$ cat config.mk
export PLATFORM = sky130hd
export DESIGN_NAME = dds_sweep_ctrl_flat
export DESIGN_NICKNAME = d
export VERILOG_FILES = /design/src/rtl/dds_sweep_ctrl_if.sv /design/src/rtl/dds_sweep_ctrl.sv /design/src/flat_wrapper.sv
export SDC_FILE = /design/constraint.sdc
export NUM_CORES = 1
export LEC_CHECK = 0
export ABC_AREA = 1
export CAP_MARGIN = 20
export CORE_MARGIN = 4
export CORE_UTILIZATION = 33
export DETAILED_ROUTE_END_ITERATION = 16
export GPL_TIMING_DRIVEN = 1
export PLACE_DENSITY_LB_ADDON = 0.3
export SLEW_MARGIN = 40
export SYNTH_ARGS = -nofsm -noshare
export SYNTH_HDL_FRONTEND = slang
export SYNTH_SLANG_ARGS = --single-unit
$ cat constraint.sdc
create_clock -name clk -period 1.9 [get_ports clk]
set_input_delay 0.38 -clock clk [delete_from_list [all_inputs] [get_ports clk]]
set_output_delay 0.38 -clock clk [all_outputs]
set_load 0.1 [all_outputs]
$ cat src/rtl/dds_sweep_ctrl_if.sv
// rtl/dds_sweep_ctrl_if.sv - frequency word handshake between sweep controller and DDS core
interface dds_sweep_ctrl_if;
  logic [31:0] fre_k;
  logic        fre_upd;
  logic        dds_ready;

  modport master (output fre_k, output fre_upd, input dds_ready);
  modport slave  (input fre_k, input fre_upd, output dds_ready);
endinterface

$ cat src/rtl/dds_sweep_ctrl.sv
// rtl/dds_sweep_ctrl.sv - DDS frequency word sequencer: debounced key stepping and timed decade sweep
module dds_sweep_ctrl #(
  parameter logic [31:0] F_BASE     = 32'd34360,
  parameter int unsigned DEB_CYCLES = 2500000,
  parameter int unsigned DWELL      = 12500000,
  parameter bit          LOOP       = 1'b0
) (
  input  logic clk,
  input  logic rst_n,
  input  logic key_in,
  input  logic mode_sel,
  input  logic sweep_start,
  input  logic sweep_stop,
  output logic busy,
  output logic sweep_done,
  dds_sweep_ctrl_if.master dds
);

  localparam logic [31:0] F_X10   = F_BASE * 32'd10;
  localparam logic [31:0] F_X100  = F_BASE * 32'd100;
  localparam logic [31:0] F_X1000 = F_BASE * 32'd1000;
  localparam logic [31:0] F_MAX   = F_BASE * 32'd10000;
  localparam int DEB_W = $clog2(DEB_CYCLES + 1);
  localparam int DWL_W = $clog2(DWELL + 1);
  localparam logic [DEB_W-1:0] DEB_LAST = DEB_W'(DEB_CYCLES - 1);
  localparam logic [DWL_W-1:0] DWL_LAST = DWL_W'(DWELL - 1);

  typedef enum logic [1:0] {ST_IDLE, ST_LOAD, ST_DWELL} state_t;

  state_t           state_q, state_d;
  logic [31:0]      fre_k_q, fre_k_d;
  logic             busy_q, busy_d;
  logic             done_q, done_d;
  logic [DWL_W-1:0] cnt_q, cnt_d;

  logic             key_s1, key_s2, key_db, key_db_d;
  logic [DEB_W-1:0] deb_cnt;
  logic             press;

  // Key level only changes after DEB_CYCLES consecutive cycles of disagreement.
  always_ff @(posedge clk or negedge rst_n) begin
    if (!rst_n) begin
      key_s1   <= 1'b1;
      key_s2   <= 1'b1;
      key_db   <= 1'b1;
      key_db_d <= 1'b1;
      deb_cnt  <= '0;
    end else begin
      key_s1   <= key_in;
      key_s2   <= key_s1;
      key_db_d <= key_db;
      if (key_s2 == key_db) begin
        deb_cnt <= '0;
      end else if (deb_cnt == DEB_LAST) begin
        key_db  <= key_s2;
        deb_cnt <= '0;
      end else begin
        deb_cnt <= deb_cnt + 1'b1;
      end
    end
  end

  assign press = key_db_d & ~key_db;

  function automatic logic [31:0] next_word(input logic [31:0] f);
    if (f < F_X10)        return f + F_BASE;
    else if (f < F_X100)  return f + F_X10;
    else if (f < F_X1000) return f + F_X100;
    else if (f < F_MAX)   return f + F_X1000;
    else                  return F_BASE;
  endfunction

  always_ff @(posedge clk or negedge rst_n) begin
    if (!rst_n) begin
      state_q <= ST_IDLE;
      fre_k_q <= F_BASE;
      busy_q  <= 1'b0;
      done_q  <= 1'b0;
      cnt_q   <= '0;
    end else begin
      state_q <= state_d;
      fre_k_q <= fre_k_d;
      busy_q  <= busy_d;
      done_q  <= done_d;
      cnt_q   <= cnt_d;
    end
  end

  always_comb begin
    state_d = state_q;
    fre_k_d = fre_k_q;
    busy_d  = busy_q;
    done_d  = 1'b0;
    cnt_d   = cnt_q;
    case (state_q)
      ST_IDLE: begin
        if (mode_sel) begin
          if (sweep_start) begin
            fre_k_d = F_BASE;
            busy_d  = 1'b1;
            cnt_d   = '0;
            state_d = ST_LOAD;
          end
        end else if (press) begin
          fre_k_d = next_word(fre_k_q);
          state_d = ST_LOAD;
        end
      end
      ST_LOAD: begin
        // A stop here only cancels the sweep; the pending word is still delivered.
        cnt_d = '0;
        if (sweep_stop) busy_d = 1'b0;
        if (dds.dds_ready) state_d = busy_d ? ST_DWELL : ST_IDLE;
      end
      ST_DWELL: begin
        cnt_d = cnt_q + 1'b1;
        if (sweep_stop) begin
          busy_d  = 1'b0;
          state_d = ST_IDLE;
        end else if (cnt_q == DWL_LAST) begin
          if (fre_k_q != F_MAX) begin
            fre_k_d = next_word(fre_k_q);
            state_d = ST_LOAD;
          end else if (LOOP) begin
            fre_k_d = F_BASE;
            state_d = ST_LOAD;
          end else begin
            busy_d  = 1'b0;
            done_d  = 1'b1;
            state_d = ST_IDLE;
          end
        end
      end
      default: state_d = ST_IDLE;
    endcase
  end

  assign dds.fre_k   = fre_k_q;
  assign dds.fre_upd = (state_q == ST_LOAD);
  assign busy        = busy_q;
  assign sweep_done  = done_q;

endmodule
$ cat src/flat_wrapper.sv
// flat-port wrapper written by rule: the top's interface ports become plain ports
module dds_sweep_ctrl_flat 
#(
  parameter logic [31:0] F_BASE     = 32'd34360,
  parameter int unsigned DEB_CYCLES = 2500000,
  parameter int unsigned DWELL      = 12500000,
  parameter bit          LOOP       = 1'b0
)
  (clk, rst_n, key_in, mode_sel, sweep_start, sweep_stop, busy, sweep_done, dds_fre_k, dds_fre_upd, dds_dds_ready);
  dds_sweep_ctrl_if dds_i ();
  input  logic clk;
  input  logic rst_n;
  input  logic key_in;
  input  logic mode_sel;
  input  logic sweep_start;
  input  logic sweep_stop;
  output logic busy;
  output logic sweep_done;
  output wire logic [$bits(dds_i.fre_k)-1:0] dds_fre_k;
  output wire logic [$bits(dds_i.fre_upd)-1:0] dds_fre_upd;
  input wire logic [$bits(dds_i.dds_ready)-1:0] dds_dds_ready;
  assign dds_fre_k = dds_i.fre_k;
  assign dds_fre_upd = dds_i.fre_upd;
  assign dds_i.dds_ready = dds_dds_ready;
  dds_sweep_ctrl #(.F_BASE(F_BASE), .DEB_CYCLES(DEB_CYCLES), .DWELL(DWELL), .LOOP(LOOP)) u_core (.clk(clk), .rst_n(rst_n), .key_in(key_in), .mode_sel(mode_sel), .sweep_start(sweep_start), .sweep_stop(sweep_stop), .busy(busy), .sweep_done(sweep_done), .dds(dds_i));
endmodule
==> reports/results.txt, run 1 <==
worst slew pin tran: 0.469 ns
Post-layout nets: 1485
Critical Path RT: 2.18 ns
I/O pin cnt: 42
cell area after layout: 12100 um^2
Yosys top cell by area: dfrtp_1
clock root cell: clkbuf_16
Worst slew margin: 0.688
global-route wire length before repair: 44.2 mm
kind of critical path: register to register
Power, Total: 19.5 mW
CP arrival: 2.39 ns
mapped cell area: 7350 um^2
global placement routability congestion: 0.965
Die H: 157 um
Filler cells: 2021
clock sink total: 86
TritonCTS clock tree: built
Primary FF master, synth: dfrtp_1
Skew-Pair Late Insertion Delay: 0.36 ns
Worst setup EP type: register
Max-cap violations: 0
CTS buffer count: 9
final worst slack: -0.213 ns
initial antenna violation count: 0
ant diodes: 0
Final min period: 2.11 ns
via count: 9075
reg2reg setup slack: -0.21 ns
P&R area growth vs syn: 64.8%
WL/cell: 16.5 um
Mapped Cells: 1183
largest net degree at the start of global routing: 45
Post-synth EDFFs: 0
#FFs+latches synth: 86
total core area: 21900 um^2
Crit Path Max Fanout: 6
RSZ-0062 raised after global routing: true
failing checks: setup timing
final slew viol count: 0
vias per cell: 5.19
Hold Path Class: register to register
vias in the first global route: 8446
Post-DP Area: 10200 um^2
fmax: 0.473 GHz
Worst Setup Start Kind: register
Detailed Routing Iterations Pass 1: 5
Warnings, synthesis: 0
Leakage: 5.70 nW
dpl hpwl: 20.7 mm
GRT Total Usage: 0.224
Fin. Hold Viols: 0
Final Util: 0.553
Setup Skew: 0.0127 ns
Syn Area/Cell: 6.21 um^2
PD cells: 1610 nW/um^2
syn_nets: 1203
Final period util: 1.11
die width: 157 um
H-tree depth: 3
row count: 54
Commonest cells post-synth: nand2_1 (347), nor2_1 (151), nand3_1 (132)
sequential area share after synthesis: 0.295
clk slew on worst S/H paths: 0.08 ns
most common cell in the netlist: nand2_1
antenna violation net count after detailed routing: 0
setup tns final: -2.81 ns
maximum buffer depth of the clock tree: 2
Synth top area share: 0.259
starting density of the core: 0.336
die footprint: 24700 um^2
Yosys cell types: 44
final setup fails: 30
status: finished, violations left
routed wire length: 28.8 mm
top post-synthesis cells by area: dfrtp_1 (26%), nand2_1 (18%), nand3_1 (9.0%)
DRC: 0
grt total ovfl: 0
FFs w/ async S/R, synth: 1.00
DRT iter0 DRCs: 697
fraction of layout instances using a drive strength above 1: 0.412
VDD IR-drop max: 0.00148 V
PortBufs: 41
area by class of cell:
| cell class | count | area [um^2] | area share |
|---|---|---|---|
| flip-flops and latches | 86 | 2240 | 0.185 |
| clock inverters | 7 | 80.1 | 0.00661 |
| multi-input cells | 913 | 5510 | 0.455 |
| well taps | 280 | 350 | 0.0289 |
| inverters | 150 | 626 | 0.0517 |
| clock buffers | 9 | 225 | 0.0186 |
| repair buffers | 305 | 3080 | 0.254 |
report_power, final:
group          switching (mW)  internal [mW]  total (mW)  leakage, nW
logic                    8.59           6.48        15.1         4.44
registers               0.386           2.19        2.58         1.11
clock network           0.960          0.936        1.90        0.145
total                    9.94           9.61        19.5         5.70
cells in the final DEF, fill, tap and decap left out, types with 23 or more instances in the layout:
| cell | instances |
|---|---|
| a21oi_1 | 37 |
| buf_12 | 47 |
| buf_4 | 215 |
| buf_6 | 29 |
| dfrtp_1 | 53 |
| inv_1 | 115 |
| nand2_1 | 285 |
| nand2_2 | 45 |
| nand2_4 | 23 |
| nand3_1 | 97 |
| nand3_2 | 31 |
| nand4_1 | 29 |
| nor2_1 | 110 |
| nor2_2 | 32 |
| o21ai_0 | 37 |
| xor2_1 | 25 |
worst paths after layout:
| kind | start | to | cells after the start |
|---|---|---|---|
| min in group asynchronous | rst_n | u_core.dds.fre_k[19] | 2 |
| worst min-delay path | u_core.key_s1 | u_core.key_s2 | 0 |
| worst min register to register | u_core.key_s1 | u_core.key_s2 | 0 |
| worst max register to register | u_core.dds.fre_k[6] | u_core.dds.fre_k[9] | 14 |
| worst max-delay path | u_core.dds.fre_k[6] | u_core.dds.fre_k[9] | 14 |
| max in group asynchronous | rst_n | u_core.key_s1 | 3 |
flip-flops by register name (all words and copies together), names as in the netlist:
signal / flops
u_core.key_s2: 1
u_core.deb_cnt: 22
u_core.state_q: 2
u_core.sweep_done: 1
u_core.key_db_d: 1
u_core.cnt_q: 24
u_core.key_s1: 1
u_core.dds.fre_k: 32
u_core.busy: 1
u_core.key_db: 1
cell families (layout without fill, tap and decap cells):
kind of cell	count (synthesis)	count (layout)	share of synthesized area
adders and majority gates	13	13	0.0221
muxes	1	1	0.00153
and+or+nand+nor	722	722	0.426
DFF	86	86	0.295
xor gates and xnor gates	30	30	0.0358
buffers and inverters	184	471	0.109
AOI/OAI and AO/OA	147	147	0.111
per-stage QoR:
| stage | setup slack, ns | cells | hold WS [ns] |
|---|---|---|---|
| 2_1_floorplan | -0.176 | 1183 | 0.0844 |
| 3_3_place_gp | -0.324 | 1686 | 0.346 |
| 3_5_place_dp | -0.345 | 1686 | 0.349 |
| 4_1_cts | -0.0970 | 1728 | 0.358 |
| 5_1_grt | -0.255 | 1750 | 0.360 |
| 6_report | -0.213 | 1750 | 0.359 |
critical path, cell delays in order, from the launching register on:
cell     delay (ns)
dfrtp_4        0.52
buf_6          0.14
ha_4           0.18
nand3_2        0.08
nand2_2        0.06
nand3_2        0.08
nand2_4        0.07
nand2_4        0.09
nand2_8        0.09
buf_12         0.16
buf_8          0.13
buf_6          0.11
nand3_2        0.05
nand3_2        0.07
a21oi_2        0.19
routing by layer:
| layer | up-vias | GRT usage | wire length [um] |
|---|---|---|---|
| met1 | 4252 | 0.301 | 12200 |
| met3 | 66 | 0.0291 | 1790 |
| met4 | 0 | 0.0619 | 860 |
| met5 | - | 0 | 0 |
| li1 | 4412 | - | - |
| met2 | 345 | 0.378 | 13900 |
repair_timing:
item | in CTS | in global routing
cloned | 0 | 2
setup endpoints to repair | 36 | 63
hold endpoints to repair | 12 | 0
setup buffers | 27 | 20
hold buffers | 1 | 0
pin swaps | 54 | 76
gates resized for setup | 162 | 163
No activity file was read; power rests on OpenSTA's default activity.
==> run 2: changes to the inputs <==
CORE_ASPECT_RATIO = 2   (was default)
CORE_UTILIZATION = 56   (was 33)
==> run 2 against run 1 <==
  * The flow now stops in global routing (5_1_grt)
  * Area after synthesis unchanged
  * Synthesized cell count unchanged
==> reports/results.txt, run 2 <==
FFs w/ async S/R, synth: 1.00
mapped cell area: 7350 um^2
GRT Total Usage: 0.650
row count: 59
Warnings, synthesis: 0
CTS buffer count: 9
global placement routability congestion: 1.09
largest net degree at the start of global routing: 44
Primary FF master, synth: dfrtp_1
#FFs+latches synth: 86
maximum buffer depth of the clock tree: 2
Yosys top cell by area: dfrtp_1
sequential area share after synthesis: 0.295
die width: 89.0 um
Die H: 170 um
PortBufs: 41
starting density of the core: 0.569
top post-synthesis cells by area: dfrtp_1 (26%), nand2_1 (18%), nand3_1 (9.0%)
I/O pin cnt: 42
Synth top area share: 0.259
Yosys cell types: 44
Syn Area/Cell: 6.21 um^2
H-tree depth: 3
Err: [ERROR GRT-0116] Global routing finished with congestion. Check the congestion regions in the DRC Viewer.
status: did not finish
clock sink total: 86
Failed at: global routing (5_1_grt)
most common cell in the netlist: nand2_1
syn_nets: 1203
Post-synth EDFFs: 0
Commonest cells post-synth: nand2_1 (347), nor2_1 (151), nand3_1 (132)
vias in the first global route: 12500
grt total ovfl: 5
global-route wire length before repair: 73.3 mm
dpl hpwl: 25.7 mm
Mapped Cells: 1183
clock root cell: clkbuf_16
-- run 2: kinds of logic after synthesis --
family          synth area share
compound gates             0.111
flops                      0.295
buf+inv                    0.109
simple gates               0.426
fa+ha+maj                 0.0221
mux                      0.00153
xor+xnor                  0.0358
-- run 2: stage by stage --
| step | util | setup slack (ns) | cells | cell area, um^2 |
|---|---|---|---|---|
| 2_1_floorplan | - | -0.176 | 1183 | 7610 |
| 3_3_place_gp | 0.795 | -0.361 | 1584 | 10300 |
| 3_5_place_dp | 0.795 | -0.371 | 1584 | 10300 |
| 4_1_cts | 0.893 | -0.170 | 1637 | 11500 |
-- run 2: timing repair --
item | in CTS
hold buffers | 1
endpoints found under the hold margin | 27
setup buffers | 34
setup endpoints to repair | 50
gates cloned | 4
pin swaps | 68
resized for setup | 178
-- run 2: metal layers --
| layer | GRT usage | overflow |
|---|---|---|
| met5 | 0.0629 | 0 |
| met4 | 0.627 | 2 |
| met3 | 0.458 | 0 |
| met2 | 0.870 | 3 |
| met1 | 0.623 | 0 |
==> run 3: changes to the inputs <==
CORE_ASPECT_RATIO = default   (was 2)
CORE_UTILIZATION = 40   (was 56)
PLACE_DENSITY_LB_ADDON = 0.15   (was 0.3)
clock period = 2.5 ns   (was 1.9 ns; I/O delays follow)
==> run 3 against run 2 <==
  * The run now ends clean
==> reports/results.txt, run 3 (synthesis results as in run 1) <==
setup tns final: 0 ns
Worst setup EP type: register
final setup fails: 0
M1 GR Usage: 0.337
DRT iter0 DRCs: 743
Max-cap violations: 0
row count: 49
fraction of layout instances using a drive strength above 1: 0.131
RSZ-0062 raised after global routing: false
Final period util: 0.913
WL/cell: 16.3 um
worst slew pin tran: 0.679 ns
final slew viol count: 0
via count: 7951
Critical Path RT: 2.75 ns
Hold Path Class: input port to asynchronous set/reset pin
Skew-Pair Late Insertion Delay: 0.35 ns
Crit Path Max Fanout: 18
GRT Total Usage: 0.239
Leakage: 4.27 nW
initial antenna violation count: 0
Post-layout nets: 1279
Post-DP Area: 8220 um^2
worst-path cell chain: inv_1 -> nand2_1 -> nor2_1 -> nand2_1 -> nor2_1 -> nand2_1 -> nand2_4 -> buf_12 -> nor2_1 -> nor2_1 -> nand2_1 -> nand2_1 -> nand2_1 -> nand2_1 -> nand2_1
antenna violation net count after detailed routing: 0
clk slew on worst S/H paths: 0.07 ns
PD cells: 1220 nW/um^2
TritonCTS clock tree: built
Fin. Hold Viols: 0
largest net degree at the start of global routing: 48
Worst Setup Start Kind: register
Setup WS pre-CTS: 0.0942 ns
final worst slack: 0.218 ns
Worst Path Buf+Inv: 2
total core area: 18000 um^2
CTS buffer count: 9
most used cell, CP: nand2_1
slowest stage cell on the critical path: dfrtp_1
max reg flops: 32
ant diodes: 0
reg2reg setup slack: 0.22 ns
global placement routability congestion: 0.964
Die H: 144 um
routed wire length: 24.3 mm
die footprint: 20600 um^2
Slowest Stage Delay on Critical Path: 0.43 ns
H-tree depth: 3
fmax: 0.438 GHz
clock sink total: 86
status: finished clean
maximum buffer depth of the clock tree: 2
starting density of the core: 0.408
M2 GR Usage: 0.369
Top Usage Layer GRT: met2
dpl hpwl: 18.5 mm
kind of critical path: register to register
P&R area growth vs syn: 16.0%
clock root cell: clkbuf_16
Setup Skew: 0.0100 ns
commonest cells after routing, fill and taps aside: nand2_1 (347), nor2_1 (150), nand3_1 (132)
global-route wire length before repair: 39.0 mm
Detailed Routing Iterations Pass 1: 6
Worst slew margin: 0.548
I/O pin cnt: 42
die width: 144 um
DRC: 0
VDD IR-drop max: 0.000659 V
grt total ovfl: 0
vias per cell: 5.33
CP arrival: 2.53 ns
hold buffers post-CTS: 0
Top delay family on crit path: simple AND/OR/NAND/NOR gates
GR Layer Usage met3: 0.0413
Final min period: 2.28 ns
leading cell type in the layout, fill and taps excluded: nand2_1
Power, Total: 10.4 mW
PortBufs: 41
vias in the first global route: 7376
cell area after layout: 8520 um^2
## run 3: path summary, 6_finish.rpt
check / end / start / cells past startpoint
max in group asynchronous: u_core.cnt_q[0] / rst_n / 2
max reg2reg: u_core.dds.fre_k[16] / u_core.dds.fre_k[28] / 15
max: u_core.dds.fre_k[16] / u_core.dds.fre_k[28] / 15
min: u_core.dds.fre_k[11] / rst_n / 1
min in group clk: u_core.key_s2 / u_core.key_s1 / 0
min reg2reg: u_core.key_s2 / u_core.key_s1 / 0
## run 3: where the power goes
group	switching (mW)	total (mW)	internal (mW)
clock	0.643	1.43	0.792
sequential	0.333	1.93	1.60
combinational	4.80	7.01	2.21
## run 3: cell type report
type | instances | area [um^2]
clock inverter | 6 | 76.3
sequential | 86 | 2170
multi-input combinational | 913 | 4380
inverter | 150 | 566
tap | 229 | 287
timing repair buffer | 99 | 818
fill | 1915 | 9500
clock buffer | 9 | 225
## run 3: per-layer routing
layer,part of all wire,up-vias
li1,-,3990
met1,0.45,3617
met2,0.45,297
met3,0.071,47
met4,0.032,0
met5,0,-
## run 3: what timing repair did
item / 4_1_cts / 5_1_grt
buffers inserted: 0 / 0
endpoints found under the setup margin: 0 / 1
gates resized for setup: 0 / 1
## run 3: metrics by stage
step | std cells | util | hold WS, ns
2_1_floorplan | 1183 | - | 0.204
3_3_place_gp | 1477 | 0.456 | 0.346
3_5_place_dp | 1477 | 0.456 | 0.347
4_1_cts | 1492 | 0.473 | 0.201
5_1_grt | 1492 | 0.473 | 0.227
6_report | 1492 | 0.473 | 0.174
